==> src/rtl/seg_scan_controller.sv <==
// Multiplexed 7-segment scan controller: time-slices NUM_DIGITS hex digits with
// brightness PWM, leading-zero blanking and a frame-synchronous load buffer.
module seg_scan_controller #(
  parameter int NUM_DIGITS     = 8,
  parameter int REFRESH_DIV    = 50000,
  parameter bit SEG_ACTIVE_LOW = 1'b1,
  parameter bit AN_ACTIVE_LOW  = 1'b0
) (
  input  logic                    sS_clk_i,
  input  logic                    sS_rst_i,
  input  logic                    sS_ld_valid_i,
  output logic                    sS_ld_ready_o,
  input  logic [4*NUM_DIGITS-1:0] sS_ld_data_i,
  input  logic [NUM_DIGITS-1:0]   sS_ld_dp_i,
  input  logic [NUM_DIGITS-1:0]   sS_ld_blank_i,
  input  logic                    sS_lzb_en_i,
  input  logic [3:0]              sS_bright_i,
  output logic [6:0]              sS_seg_o,
  output logic                    sS_dp_o,
  output logic [NUM_DIGITS-1:0]   sS_an_o,
  output logic                    sS_frame_o
);

  localparam int PW  = $clog2(REFRESH_DIV);
  localparam int IW  = (NUM_DIGITS > 1) ? $clog2(NUM_DIGITS) : 1;
  localparam int PRW = PW + 5;
  localparam logic [PW-1:0]         PRESC_LAST = PW'(REFRESH_DIV - 1);
  localparam logic [IW-1:0]         IDX_LAST   = IW'(NUM_DIGITS - 1);
  localparam logic [NUM_DIGITS-1:0] AN_ONE     = NUM_DIGITS'(1);
  localparam logic [NUM_DIGITS-1:0] AN_OFF     = {NUM_DIGITS{AN_ACTIVE_LOW}};
  localparam logic [6:0]            SEG_OFF    = {7{SEG_ACTIVE_LOW}};

  logic [PW-1:0]           r_presc;
  logic [IW-1:0]           r_idx;
  logic                    r_pend_full;
  logic [4*NUM_DIGITS-1:0] r_pend_data;
  logic [NUM_DIGITS-1:0]   r_pend_dp;
  logic [NUM_DIGITS-1:0]   r_pend_blank;
  logic [4*NUM_DIGITS-1:0] r_disp_data;
  logic [NUM_DIGITS-1:0]   r_disp_dp;
  logic [NUM_DIGITS-1:0]   r_disp_blank;
  logic [3:0]              r_bright;
  logic                    r_lzb;
  logic [6:0]              r_seg;
  logic                    r_dp;
  logic [NUM_DIGITS-1:0]   r_an;

  logic                    w_frame;
  logic                    w_accept;
  logic [PRW-1:0]          w_prod;
  logic [PW:0]             w_duty;
  logic [3:0]              w_nib;
  logic [NUM_DIGITS-1:0]   w_lz_dark;
  logic                    w_dark;
  logic                    w_on;
  logic [6:0]              w_glyph;

  assign w_frame       = (r_presc == PRESC_LAST) && (r_idx == IDX_LAST);
  assign w_accept      = sS_ld_valid_i && !r_pend_full;
  assign sS_ld_ready_o = !r_pend_full;
  assign sS_frame_o    = w_frame;
  assign sS_seg_o      = r_seg;
  assign sS_dp_o       = r_dp;
  assign sS_an_o       = r_an;

  always_ff @(posedge sS_clk_i or negedge sS_rst_i) begin
    if (!sS_rst_i) begin
      r_presc <= '0;
      r_idx   <= '0;
    end else if (r_presc == PRESC_LAST) begin
      r_presc <= '0;
      r_idx   <= (r_idx == IDX_LAST) ? '0 : r_idx + 1'b1;
    end else begin
      r_presc <= r_presc + 1'b1;
    end
  end

  // Accept and frame copy never coincide: the copy needs pending_full, which holds ready low.
  always_ff @(posedge sS_clk_i or negedge sS_rst_i) begin
    if (!sS_rst_i) begin
      r_pend_full  <= 1'b0;
      r_pend_data  <= '0;
      r_pend_dp    <= '0;
      r_pend_blank <= '0;
      r_disp_data  <= '0;
      r_disp_dp    <= '0;
      r_disp_blank <= '0;
      r_bright     <= 4'hF;
      r_lzb        <= 1'b0;
    end else begin
      if (w_accept) begin
        r_pend_data  <= sS_ld_data_i;
        r_pend_dp    <= sS_ld_dp_i;
        r_pend_blank <= sS_ld_blank_i;
        r_pend_full  <= 1'b1;
      end
      if (w_frame) begin
        r_bright <= sS_bright_i;
        r_lzb    <= sS_lzb_en_i;
        if (r_pend_full) begin
          r_disp_data  <= r_pend_data;
          r_disp_dp    <= r_pend_dp;
          r_disp_blank <= r_pend_blank;
          r_pend_full  <= 1'b0;
        end
      end
    end
  end

  assign w_prod = (PRW'(r_bright) + PRW'(1)) * PRW'(REFRESH_DIV);
  assign w_duty = w_prod[PRW-1:4];

  // A digit is a leading zero when it and everything above it is zero; digit 0 always shows.
  always_comb begin
    logic w_all_zero;
    w_lz_dark  = '0;
    w_all_zero = 1'b1;
    for (int k = NUM_DIGITS - 1; k >= 0; k--) begin
      w_all_zero = w_all_zero & (r_disp_data[4*k +: 4] == 4'h0);
      if (k != 0) w_lz_dark[k] = w_all_zero;
    end
  end

  always_comb begin
    w_nib  = r_disp_data[4*int'(r_idx) +: 4];
    w_dark = r_disp_blank[r_idx] | (r_lzb & w_lz_dark[r_idx]);
    w_on   = !w_dark && ({1'b0, r_presc} < w_duty);
  end

  always_comb begin
    case (w_nib)
      4'h0:    w_glyph = 7'b1111110;
      4'h1:    w_glyph = 7'b0110000;
      4'h2:    w_glyph = 7'b1101101;
      4'h3:    w_glyph = 7'b1111001;
      4'h4:    w_glyph = 7'b0110011;
      4'h5:    w_glyph = 7'b1011011;
      4'h6:    w_glyph = 7'b1011111;
      4'h7:    w_glyph = 7'b1110000;
      4'h8:    w_glyph = 7'b1111111;
      4'h9:    w_glyph = 7'b1111011;
      4'hA:    w_glyph = 7'b1110111;
      4'hB:    w_glyph = 7'b0011111;
      4'hC:    w_glyph = 7'b1001110;
      4'hD:    w_glyph = 7'b0111101;
      4'hE:    w_glyph = 7'b1001111;
      default: w_glyph = 7'b1000111;
    endcase
  end

  // Segments and dp are also dark during the PWM off-time to avoid ghosting.
  always_ff @(posedge sS_clk_i or negedge sS_rst_i) begin
    if (!sS_rst_i) begin
      r_an  <= AN_OFF;
      r_seg <= SEG_OFF;
      r_dp  <= SEG_ACTIVE_LOW;
    end else begin
      r_an  <= (w_on ? (AN_ONE << r_idx) : '0) ^ AN_OFF;
      r_seg <= (w_on ? w_glyph : 7'h00) ^ SEG_OFF;
      r_dp  <= (w_on & r_disp_dp[r_idx]) ^ SEG_ACTIVE_LOW;
    end
  end

endmodule

==> config.mk <==
export PLATFORM = sky130hd
export DESIGN_NAME = seg_scan_controller
export DESIGN_NICKNAME = d
export VERILOG_FILES = /design/src/rtl/seg_scan_controller.sv
export SDC_FILE = /design/constraint.sdc
export NUM_CORES = 1
export LEC_CHECK = 0
export ABC_AREA = 1
export CAP_MARGIN = 5
export CORE_MARGIN = 1.5
export CORE_UTILIZATION = 50
export DETAILED_ROUTE_END_ITERATION = 8
export PLACE_DENSITY = 0.71
export SETUP_SLACK_MARGIN = 0.3
export SLEW_MARGIN = 20
export SYNTH_ARGS = -nofsm -noshare
export SYNTH_HDL_FRONTEND = slang
export SYNTH_SLANG_ARGS = --single-unit
==> constraint.sdc <==
create_clock -name sS_clk_i -period 9.49 [get_ports sS_clk_i]
set_clock_uncertainty 0.1 [all_clocks]
set_input_delay 1.898 -clock sS_clk_i [delete_from_list [all_inputs] [get_ports sS_clk_i]]
set_output_delay 1.898 -clock sS_clk_i [all_outputs]
set_load 0.03 [all_outputs]
==> metrics.txt, run 1 <==
status=finished, violations left; failing checks=DRC; routability cong.=0.848; setup TNS=0 ps; hold buffers post-CTS=0; DRC errors left=2; cell taking the most area after synthesis=dfrtp_1; Hold Path End=r_disp_data[1]$_DFFE_PN0P_; post-cts sizing count=0; synthesized flop and latch total=137; post-synthesis cell area=7580 um2; Leakage=4.54 nW; antenna diode count=0; min-delay src=r_disp_data[1]$_DFFE_PN0P_; grt ovf=0; Antenna Nets Post-Route=0; RSZ-0062 raised after global routing=false; sequential area share after synthesis=0.454; CTS tree=yes; CTS buffer count=17; Die Wd=126 um; Slew headroom=0.270; R2R Path Start=r_bright[0]$_DFFE_PN1P_; CP required=7490 ps; via/cell ratio=5.18; Hold Vio Cnt, Final=0; Crit Path Category=flip-flop to output port; min Tclk post-route=5330 ps; clock sinks=137; Distinct cells, synth=46; Reg area=3440 um2; critical path arrival=3330 ps; Longest Clk Path Bufs=2; GRT Total Usage=0.214; Max-Cap Viols=0; area of the multi-input gates=3590 um2; critical path's slowest cell=dfrtp_1; drt wl/cell=14.1 um; H-tree depth=4; Post-layout nets=1029; first-pass GRT wire length=27.1 mm; DIE AREA=15900 um2; Max stage delay on crit path=1060 ps; syn avg cell area=8.95 um2; Hold Crit Class=flip-flop to flip-flop; Register-to-Register Path Depth=27; IO Pins=74; First-pass DRT Iterations=9; top cells by area, synth=dfrtp_1 (41%), ha_1 (9.9%), nand2_1 (8.9%); syn nets=964; Fin Hold WS=369 ps; Worst setup EP type=output port; Initial Util=0.517; CP Cell Sequence=ha_1 -> ha_1 -> inv_1 -> nor2_8 -> clkdlybuf4s50_1; reg2reg end=sS_an_o[5]$_DFF_PN0_; PortBufs=73; largest net degree at the start of global routing=81; dpl hpwl=11.1 mm; filler cell count=1296; Worst-Skew Late Latency=420 ps; crit share post-route=0.561; clk root buf=clkbuf_16; Max VDD drop=0.127 mV; synth warn=0; CP most frequent cell=ha_1; Mapped Cells=847; fin. max-slew vios=0; Area Overhead vs Synth=18.0%; post-synth top area share=0.413; initial antenna violation count=0; Starting DRT DRC Count=437; CP startpoint kind=flip-flop; final setup vio count=0; via count=5748; worst reg2reg setup slack=4440 ps; Max Freq=0.188 GHz; postcts setup bufs=0; worst hold stages=2; WL final=15.6 mm; Die Ht=126 um; vias in the first global route=5595; Rows=44; power density over cell area=148 nW/um2; Critical Path Fanout Max=36; Slew @ Worst Pin=1090 ps; Core Region=14600 um2; Worst-path clk slew=60 ps; share of layout cells above drive strength 1=0.124
[metal layers]
layer | vias to the layer above | track usage | part of all wire
met5 | - | 0 | 0
met4 | 0 | 0.0811 | 0.018
met3 | 25 | 0.0442 | 0.041
met2 | 134 | 0.325 | 0.45
met1 | 2670 | 0.301 | 0.49
li1 | 2919 | - | -
[worst max path at each step]
stage | cells after the start | end | startpoint
finish | 5 | sS_frame_o | r_idx[0]$_DFFE_PN0N_
global route | 27 | sS_an_o[5]$_DFF_PN0_ | r_bright[0]$_DFFE_PN1P_
CTS | 5 | sS_frame_o | r_idx[0]$_DFFE_PN0N_
detailed placement | 27 | sS_an_o[5]$_DFF_PN0_ | r_bright[0]$_DFFE_PN1P_
global placement | 27 | sS_an_o[3]$_DFF_PN0_ | r_bright[0]$_DFFE_PN1P_
floorplan | 27 | sS_an_o[0]$_DFF_PN0_ | r_bright[0]$_DFFE_PN1P_
[registers in the layout (all words and copies together) (netlist names)]
| register | count |
|---|---|
| r_disp_data | 32 |
| r_pend_data | 32 |
| r_presc | 16 |
| r_disp_blank | 8 |
| r_disp_dp | 8 |
| r_pend_blank | 8 |
| r_pend_dp | 8 |
| sS_an_o | 8 |
| sS_seg_o | 7 |
| r_bright | 4 |
| r_idx | 3 |
| r_lzb | 1 |
| r_pend_full | 1 |
| sS_dp_o | 1 |
[kinds of logic after synthesis]
kind of cell	share of synthesized area
adders and majority gates	0.102
muxes	0.0505
AOI/OAI and AO/OA	0.0991
DFF	0.454
xor gates and xnor gates	0.0231
buffers and inverters	0.0718
and+or+nand+nor	0.199
[cells in the final DEF, fill, tap and decap left out, drive strengths merged, types with 3 or more instances in the layout]
master           n
mux2            34
clkinv           3
nand4            7
nand3b           4
nand2          182
xor2            12
clkbuf          19
nor3             7
buf              3
nor2            70
ha              60
inv             98
a21oi           54
dfstp           12
a31oi            3
o21ai           62
nand3           58
clkdlybuf4s50   72
a211oi           3
nor4             9
xnor2            8
clkinvlp         4
dfrtp          125
[area by class of cell]
| class | count | share of cell area |
|---|---|---|
| Sequential cell | 137 | 0.385 |
| Multi-Input combinational cell | 587 | 0.402 |
| Clock inverter | 13 | 0.0161 |
| Tap cell | 184 | 0.0257 |
| Clock buffer | 19 | 0.0484 |
| Inverter | 94 | 0.0395 |
| Timing Repair Buffer | 75 | 0.0835 |
[worst max-delay path: cells and delay by family, from the launching register on]
family	cells	cell delay, ps
flip-flops	1	1060
AND/OR/NAND/NOR	1	470
adder cells (fa/ha/maj)	2	480
buffers and inverters	2	890
[synth_stat cells, drive strengths merged]
master,number
dfrtp,125
ha,60
nand3,58
a21o,2
o21a,1
xor2,12
or2,2
o21ai,62
nor4,9
mux2,34
buf,24
xnor2,8
o41ai,1
a31o,1
a21oi,54
nand2,182
o21bai,1
dfstp,12
nor3,7
a211oi,3
and3,1
o211ai,2
nand3b,4
nor2,70
fa,1
inv,94
clkbuf,5
a22oi,1
a32o,1
a31oi,3
nand4,7
[per-stage QoR]
| stage | area (um2) | cells | util | power (mW) | setup WS [ps] |
|---|---|---|---|---|---|
| after global routing | 8940 | 1109 | 0.611 | 1.37 | 3930 |
| after global placement | 8370 | 1077 | 0.571 | 0.688 | 4660 |
| after CTS | 8940 | 1109 | 0.611 | 1.33 | 4170 |
| final | 8940 | 1109 | 0.611 | 1.32 | 4160 |
| after detailed placement | 8370 | 1077 | 0.571 | 0.690 | 4470 |
| after floorplan | 7580 | 847 | - | 0.648 | 5050 |
[report_power, final]
group	internal (mW)	total, mW	switching, mW
combinational	0.0347	0.0577	0.0230
clock	0.389	0.644	0.255
sequential	0.608	0.620	0.0118
(Power assumes the default switching activity.)
==> run 2: changes to the inputs <==
==> constraint.sdc (replaced) <==
create_clock -name sS_clk_i -period 5.4 [get_ports sS_clk_i]
set_clock_uncertainty 0.1 [all_clocks]
set_input_delay 1.08 -clock sS_clk_i [delete_from_list [all_inputs] [get_ports sS_clk_i]]
set_output_delay 1.08 -clock sS_clk_i [all_outputs]
set_load 0.03 [all_outputs]
==> metrics.txt, run 2 (synthesized netlist as in run 1, its figures left out) <==
status=finished, violations left; failing checks=DRC; Area Overhead vs Synth=18.9%; Clock Power Share=0.490 (+0.003); IO Pins=74 (unchanged); grt ovf=0 (unchanged); Critical Path Fanout Max=9 (-75%); via count=5856 (+1.9%); routability cong.=0.824 (-2.9%); final setup vio count=0 (unchanged); critical path arrival=4930 ps (+1600 ps); critical path startpoint=r_bright[0]$_DFFE_PN1P_; initial antenna violation count=0 (unchanged); Starting DRT DRC Count=392 (-10%); clock sinks=137 (unchanged); crit share post-route=0.867; overall power=2.34 mW (+77%); Worst-Skew Late Latency=420 ps (about the same); CP required=5650 ps (-1840 ps); Register-to-Register Path Depth=27 (unchanged); Rows=44 (unchanged); P_int=1.84 mW (+78%); Post-layout nets=1034 (+0.49%); combinational power share=0.044 (about the same); DRC errors left=2 (unchanged); Crit Path Category=flip-flop to flip-flop; Final Instance Area=9010 um2 (+0.76%); dpl hpwl=11.3 mm (+1.1%); Core Region=14600 um2 (unchanged); H-tree depth=4 (unchanged); power density over cell area=260 nW/um2 (+76%); vias in the first global route=5700 (+1.9%); commonest non-fill, non-tap cells in the layout=nand2_1 (177), dfrtp_1 (125), inv_1 (88); final core occ=0.615 (+0.00461); largest registers=r_disp_data x32, r_pend_data x32, r_presc x16; PortBufs=73 (unchanged); Initial Util=0.517 (unchanged); CTS buffer count=17 (unchanged); RSZ-0062 raised after global routing=false; filler cell count=1293 (-0.23%); R2R Path Start=r_bright[0]$_DFFE_PN1P_; min Tclk post-route=4680 ps; area of the multi-input gates=3620 um2 (+0.70%); Max VDD drop=0.233 mV (+83%); Max Freq=0.214 GHz; Leakage=4.58 nW (+0.86%); setup TNS=0 ps (unchanged); Slew @ Worst Pin=1060 ps (-34.8 ps); Die Wd=126 um (unchanged); CTS tree=yes; Max-Cap Viols=0 (unchanged); Antenna Nets Post-Route=0 (unchanged); WL final=16.2 mm (+3.8%); Reg area=3440 um2 (unchanged); Worst setup EP type=flip-flop; dpl cell area=8380 um2 (+0.18%); Die Ht=126 um (unchanged); Hold Crit Class=flip-flop to flip-flop; Worst-path clk slew=60 ps (about the same); Hold Vio Cnt, Final=0 (unchanged); fin. max-slew vios=0 (unchanged); Net Sw Frac=0.215 (-0.00492); largest net degree at the start of global routing=109 (+35%); Net Switching=0.502 mW (+73%); pre-CTS setup slack=382 ps (-4090 ps); CP startpoint kind=flip-flop; Slew headroom=0.294 (+0.0232); register share of total power=0.466 (-0.003); min-delay src=r_disp_dp[5]$_DFFE_PN0P_; drt wl/cell=14.6 um (+3.4%); worst hold stages=2 (unchanged); clk root buf=clkbuf_16; GRT Total Usage=0.220 (+0.00640); Longest Clk Path Bufs=2 (unchanged); antenna diode count=0 (unchanged); first-pass GRT wire length=27.9 mm (+3.0%); via/cell ratio=5.26 (+1.4%); share of layout cells above drive strength 1=0.131 (+0.00686); First-pass DRT Iterations=9 (unchanged); commonest non-fill, non-tap cell in the layout=nand2_1; setup ws final=719 ps (-3440 ps); DIE AREA=15900 um2 (unchanged)
run 2: through the flow:
stage,instances,hold slack (ps)
after floorplan,847,334
after global placement,1079,356
after detailed placement,1079,358
after CTS,1111,373
after global routing,1114,384
final,1114,372
run 2: routing by layer:
| layer | vias up | part of all wire | GRT usage | wire length (um) |
|---|---|---|---|---|
| met5 | - | 0 | 0 | 0 |
| met4 | 0 | 0.015 | 0.0723 | 241 |
| met3 | 18 | 0.042 | 0.0442 | 682 |
| met2 | 153 | 0.46 | 0.348 | 7470 |
| met1 | 2757 | 0.48 | 0.305 | 7850 |
| li1 | 2928 | - | - | - |
run 2: critical path, cell delays in order, from the launching register on:
cell	delay (ps)
dfstp_2	630
ha_1	250
xor2_2	270
ha_1	270
xnor2_1	110
ha_1	180
a21o_1	150
ha_1	270
ha_1	350
nand2_1	120
inv_1	60
a21oi_1	130
nand2_1	120
nand2_1	80
nand2_1	60
xnor2_1	180
ha_1	270
a21oi_1	150
nor3_1	60
nor3_1	130
nand2_1	70
nand2_1	60
nand2_1	50
nand2_1	50
nand2_1	50
nand2_2	180
nand2_4	100
nor2_1	110
run 2: layout make-up:
class | count | area share
Multi-Input combinational cell | 587 | 0.401
Sequential cell | 137 | 0.382
Timing Repair Buffer | 80 | 0.0871
Clock buffer | 23 | 0.0519
Inverter | 94 | 0.0392
Tap cell | 184 | 0.0256
Clock inverter | 9 | 0.0126
run 2: repair_timing:
action | CTS | global route
endpoints found under the setup margin | 0 | 16
resized for setup | 0 | 7
hold buffers | 0 | 0
buffers inserted | 0 | 3
run 2: power by group through the flow:
stage	sequential [mW]	combinational (mW)	clock [mW]
floorplan	1.10	0.0374	0
global placement	1.11	0.102	0
detailed placement	1.11	0.105	0
CTS	1.09	0.106	1.17
global route	1.09	0.116	1.21
finish	1.09	0.103	1.15
run 2: worst paths after layout:
check | to | slack, ps
min in group asynchronous | r_pend_blank[5]$_DFFE_PN0P_ | 700
max in group asynchronous | sS_dp_o$_DFF_PN1_ | 3440
worst min register to register | r_disp_dp[5]$_DFFE_PN0P_ | 370
worst max register to register | sS_an_o[6]$_DFF_PN0_ | 720
worst min-delay path | r_disp_dp[5]$_DFFE_PN0P_ | 370
worst max-delay path | sS_an_o[6]$_DFF_PN0_ | 720
